`config.mk`:
```
export PLATFORM = sky130hd
export DESIGN_NAME = pipe_stage_reg
export DESIGN_NICKNAME = d
export VERILOG_FILES = /design/src/rtl/pipe_stage_reg.sv
export SDC_FILE = /design/constraint.sdc
export NUM_CORES = 1
export LEC_CHECK = 0
export CAP_MARGIN = 10
export CORE_AREA = 2 2 148 150
export CTS_BUF_LIST = sky130_fd_sc_hd__clkbuf_8
export DETAILED_ROUTE_END_ITERATION = 8
export DIE_AREA = 0 0 150 152
export PLACE_DENSITY = 0.72
export SYNTH_ARGS = -nofsm -noshare
export SYNTH_HDL_FRONTEND = slang
export SYNTH_SLANG_ARGS = --single-unit
export TNS_END_PERCENT = 30
```
`constraint.sdc`:
```
create_clock -name Clk -period 3.58 [get_ports Clk]
set_clock_uncertainty 0.1 [all_clocks]
set_input_delay 0.716 -clock Clk [delete_from_list [all_inputs] [get_ports Clk]]
set_output_delay 0.716 -clock Clk [all_outputs]
set_load 0.02 [all_outputs]
```
`src/rtl/pipe_stage_reg.sv`:
```
`default_nettype none
// ============================================================================
// Module      : pipe_stage_reg
// Description : Reusable pipeline stage register with valid/ready handshake,
//               flush, split control/data payload and optional skid entry.
//               Control is zeroed on every bubble; data is simply held.
// Revision    : 1.0 - initial release
// ============================================================================
module pipe_stage_reg #(
    parameter int DATA_W = 160,
    parameter int CTRL_W = 24,
    parameter int SKID   = 0
) (
    input  logic              Clk,
    input  logic              Reset_n,
    input  logic              InValid,
    output logic              InReady,
    input  logic [CTRL_W-1:0] InCtrl,
    input  logic [DATA_W-1:0] InData,
    input  logic              Flush,
    output logic              OutValid,
    input  logic              OutReady,
    output logic [CTRL_W-1:0] OutCtrl,
    output logic [DATA_W-1:0] OutData,
    output logic [1:0]        Occupancy
);

    if (SKID == 0) begin : g_single
        logic              r_valid;
        logic [CTRL_W-1:0] r_ctrl;
        logic [DATA_W-1:0] r_data;
        logic              w_accept;
        logic              w_xfer;

        // A single entry can take a new slot whenever it is empty or draining.
        assign InReady  = OutReady | ~r_valid;
        assign w_accept = InValid & InReady;
        assign w_xfer   = r_valid & OutReady;

        // Main entry: flush squashes, accept loads, a bare transfer leaves a bubble.
        always_ff @(posedge Clk or negedge Reset_n) begin
            if (!Reset_n) begin
                r_valid <= 1'b0;
                r_ctrl  <= '0;
                r_data  <= '0;
            end else if (Flush) begin
                r_valid <= 1'b0;
                r_ctrl  <= '0;
            end else if (w_accept) begin
                r_valid <= 1'b1;
                r_ctrl  <= InCtrl;
                r_data  <= InData;
            end else if (w_xfer) begin
                r_valid <= 1'b0;
                r_ctrl  <= '0;
            end
        end

        assign OutValid  = r_valid;
        assign OutCtrl   = r_ctrl;
        assign OutData   = r_data;
        assign Occupancy = {1'b0, r_valid};
    end else begin : g_skid
        logic              r_mainValid;
        logic [CTRL_W-1:0] r_mainCtrl;
        logic [DATA_W-1:0] r_mainData;
        logic              r_skidValid;
        logic [CTRL_W-1:0] r_skidCtrl;
        logic [DATA_W-1:0] r_skidData;
        logic              r_inReady;
        logic              w_accept;
        logic              w_xfer;

        // Ready is a registered "skid empty", so no path from OutReady reaches InReady.
        assign InReady  = r_inReady;
        assign w_accept = InValid & r_inReady;
        assign w_xfer   = r_mainValid & OutReady;

        // Two-entry FIFO: skid refills main first so it is never overtaken.
        always_ff @(posedge Clk or negedge Reset_n) begin
            if (!Reset_n) begin
                r_mainValid <= 1'b0;
                r_mainCtrl  <= '0;
                r_mainData  <= '0;
                r_skidValid <= 1'b0;
                r_skidCtrl  <= '0;
                r_skidData  <= '0;
                r_inReady   <= 1'b1;
            end else if (Flush) begin
                r_mainValid <= 1'b0;
                r_mainCtrl  <= '0;
                r_skidValid <= 1'b0;
                r_skidCtrl  <= '0;
                r_inReady   <= 1'b1;
            end else if (w_xfer && r_skidValid) begin
                // Ready is low while skid is full, so no accept can collide here.
                r_mainValid <= 1'b1;
                r_mainCtrl  <= r_skidCtrl;
                r_mainData  <= r_skidData;
                r_skidValid <= 1'b0;
                r_skidCtrl  <= '0;
                r_inReady   <= 1'b1;
            end else if (w_accept && (!r_mainValid || w_xfer)) begin
                r_mainValid <= 1'b1;
                r_mainCtrl  <= InCtrl;
                r_mainData  <= InData;
            end else if (w_accept) begin
                r_skidValid <= 1'b1;
                r_skidCtrl  <= InCtrl;
                r_skidData  <= InData;
                r_inReady   <= 1'b0;
            end else if (w_xfer) begin
                r_mainValid <= 1'b0;
                r_mainCtrl  <= '0;
            end
        end

        assign OutValid  = r_mainValid;
        assign OutCtrl   = r_mainCtrl;
        assign OutData   = r_mainData;
        assign Occupancy = {1'b0, r_mainValid} + {1'b0, r_skidValid};
    end

endmodule
`default_nettype wire

```
==> results.py <==
metrics = {
    "global_route": {
        "grt_max_degree": 82,
        "gr-total-overflow": 0,
        "antenna_found_initial": 0,
        "grt_usage_pct": 17.1,
        "grt_pass1_vias": 5403,
        "grt_first_pass_wirelength_um": 30200,
    },
    "clock_network": {
        "post-cts-setup-buffer-count": 0,
        "ctsHoldBuffers": 0,
        "ctsResizeCount": 0,
        "cts_sinks": 185,
        "numCtsBuffers": 17,
        "tritoncts": "yes",
        "clk_latency_ps": 470,
        "cts.path.max_buffers": 2,
        "cts_max_level": 4,
        "clkSlewWorstSetupHoldPaths_ps": 110,
        "cts_root_buf": "clkbuf_8",
    },
    "yosys": {
        "synthArstFlopShare_pct": 100,
        "synth_flop_cell": "dfrtp_1",
        "ys_top_cells_by_area": "dfrtp_1 (62%), mux2_1 (15%), mux2_2 (9.1%)",
        "synth-edff-count": 0,
        "yosysUniqueCellTypes": 16,
        "synth_area_um2": 7430,
        "syn_inst": 483,
        "synth-seq-cells": 185,
        "synth_top_area_share_pct": 62.3,
        "syn_nets": 672,
        "yosys_warnings": 0,
        "synth_area_leader_cell": "dfrtp_1",
        "netlist_top_cells_count": "dfrtp_1 (185), mux2_1 (100), mux2_2 (60)",
        "syn-mean-instance-area_um2": 15.4,
        "yosys.cell_count.top_type": "dfrtp_1",
        "yosysSeqAreaShare_pct": 62.3,
    },
    "critical_path": {
        "crit_required_ps": 2760,
        "cp_slowest_cell": "dfrtp_1",
        "reg2reg_slack_ps": 1080,
        "crit_chain": "nor2b_2, inv_1, clkdlybuf4s50_1",
        "r2r-start": "OutValid$_DFFE_PN0P_",
        "r2r_end": "OutData[87]$_DFFE_PN0P_",
        "endpoint_kind": "output port",
        "crit_arrival_ps": 2180,
        "r2r_cells": 5,
        "crit_fanout": 27,
        "max_stage_delay_ps": 810,
        "start_kind": "flip-flop",
        "worstSetupPathType": "reg -> out",
    },
    "die": {
        "rows": 54,
        "ios": 377,
        "die_h_um": 152,
        "core_um2": 21400,
        "die_x_um": 150,
        "start_util_pct": 34.8,
        "dieArea_um2": 22800,
    },
    "timing": {
        "fmax_mhz": 334,
        "maxSlewViolCount": 0,
        "tns_ps": 0,
        "worstMarginPinSlew_ps": 715,
        "setup_ws_ps": 585,
        "relSlewSlack_pct": 52.4,
        "hold_viol_final": 0,
        "setup_viol": 0,
        "grt_setup_unrepaired": "false",
        "timing.final.crit_share_pct": 83.7,
        "min_period_ps": 3000,
    },
    "placed_design": {
        "place_hpwl_um": 14500,
        "place_area_um2": 11400,
        "gp_congestion": 0.748,
        "dp.cells": 1113,
        "pre_cts_slack_ps": 752,
        "portBuffers": 375,
    },
    "pwr": {
        "p_per_area_nw_per_um2": 500,
        "leakage_nw": 4.85,
        "ir_drop_v": 0.000231,
    },
    "route": {
        "wire_per_inst_um": 17.6,
        "drt-vias-per-instance": 4.66,
        "ant_nets": 0,
        "wl_um": 20100,
        "drcViolationCount": 0,
        "first_pass_iters": 6,
        "via_count": 5341,
        "drt_iter0_drc": 173,
    },
    "worst_hold_path": {
        "hold_class": "in -> async",
    },
    "finish": {
        "n_fill_cell": 1812,
        "finalNetCount": 1041,
        "final_cells": 1145,
        "syn2layout_area_growth_pct": 59.6,
        "n_antenna_cell": 0,
        "final_layout_size_suffix_gt1_share_pct": 15.1,
        "design_area_um2": 11900,
    },
    "outcome": {
        "status": "completed",
    },
    "run": {
        "cap_violations": 0,
    },
}
-- stage by stage --
step                      power (mW)  util (%)  hold slack, ps
final                           5.93      55.5             150
after global routing            6.20      55.5             174
after CTS                       6.01      55.5             142
after detailed placement        4.46      53.5             374
after global placement          4.42      53.5             366
after floorplan                 3.41         -             320
-- worst max-delay path, delay by kind of cell, from the launching register on --
family / cells / cell delay (ps)
AND/OR/NAND/NOR: 1 / 310
buffers and inverters: 2 / 600
flip-flops: 1 / 810
-- layer usage --
layer	share of wire, %	GRT usage [%]
met1	40	20.2
met2	49	28.8
met4	1.9	6.20
met3	9.2	5.92
met5	0	0
-- final cells by class --
| class | count | area [um^2] | share of cell area (%) |
|---|---|---|---|
| Clock inverter | 13 | 174 | 1.47 |
| Tap cell | 280 | 350 | 2.96 |
| Sequential cell | 185 | 4630 | 39.1 |
| Timing Repair Buffer | 386 | 3870 | 32.7 |
| Clock buffer | 19 | 262 | 2.21 |
| Multi-Input combinational cell | 261 | 2560 | 21.6 |
| Inverter | 1 | 3.75 | 0.0317 |
-- layout by cell type (no fill, tap or decap) --
master	synthesis	layout
nor2b_2	0	1
mux2i_1	24	24
a21oi_1	24	24
clkdlybuf4s50_1	0	373
inv_1	1	1
mux2_1	100	100
or2_2	24	24
nor2_1	2	2
inv_8	0	4
nor3b_4	1	1
conb_1	1	1
buf_2	10	1
mux2_2	60	60
clkinv_8	0	1
buf_6	10	1
buf_4	3	8
dfrtp_1	185	185
bufinv_16	0	2
clkinv_4	0	3
inv_6	0	3
buf_12	0	3
clkbuf_8	0	19
a32oi_1	24	24
-- power breakdown --
part | internal [mW] | leakage, nW | switching, mW
Clock | 0.693 | 0.222 | 0.842
Combinational | 0.985 | 2.42 | 0.824
Sequential | 2.42 | 2.21 | 0.166
Total | 4.09 | 4.85 | 1.83
-- state kept, by name, summed over array words and instances, names as in the netlist --
signal and count:
OutData 160, OutCtrl 24, OutValid 1
-- worst max-delay path by stage --
| stage | start | endpoint | slack (ps) | depth (start not counted) |
|---|---|---|---|---|
| after floorplan | OutReady | InReady | 1190 | 5 |
| after global placement | OutReady | OutData[10]$_DFFE_PN0P_ | 770 | 6 |
| after detailed placement | OutReady | OutData[0]$_DFFE_PN0P_ | 750 | 6 |
| after CTS | OutValid$_DFFE_PN0P_ | InReady | 520 | 3 |
| after global routing | OutValid$_DFFE_PN0P_ | InReady | 450 | 3 |
| final | OutValid$_DFFE_PN0P_ | InReady | 580 | 3 |
-- logic make-up after synthesis --
kind of cell | share of synthesized area, %
compound gates | 4.45
buf+inv | 3.20
flops | 62.3
mux | 27.5
other cells | 0.0505
simple gates | 2.46
Note: power is estimated with default switching activity, not from simulation.
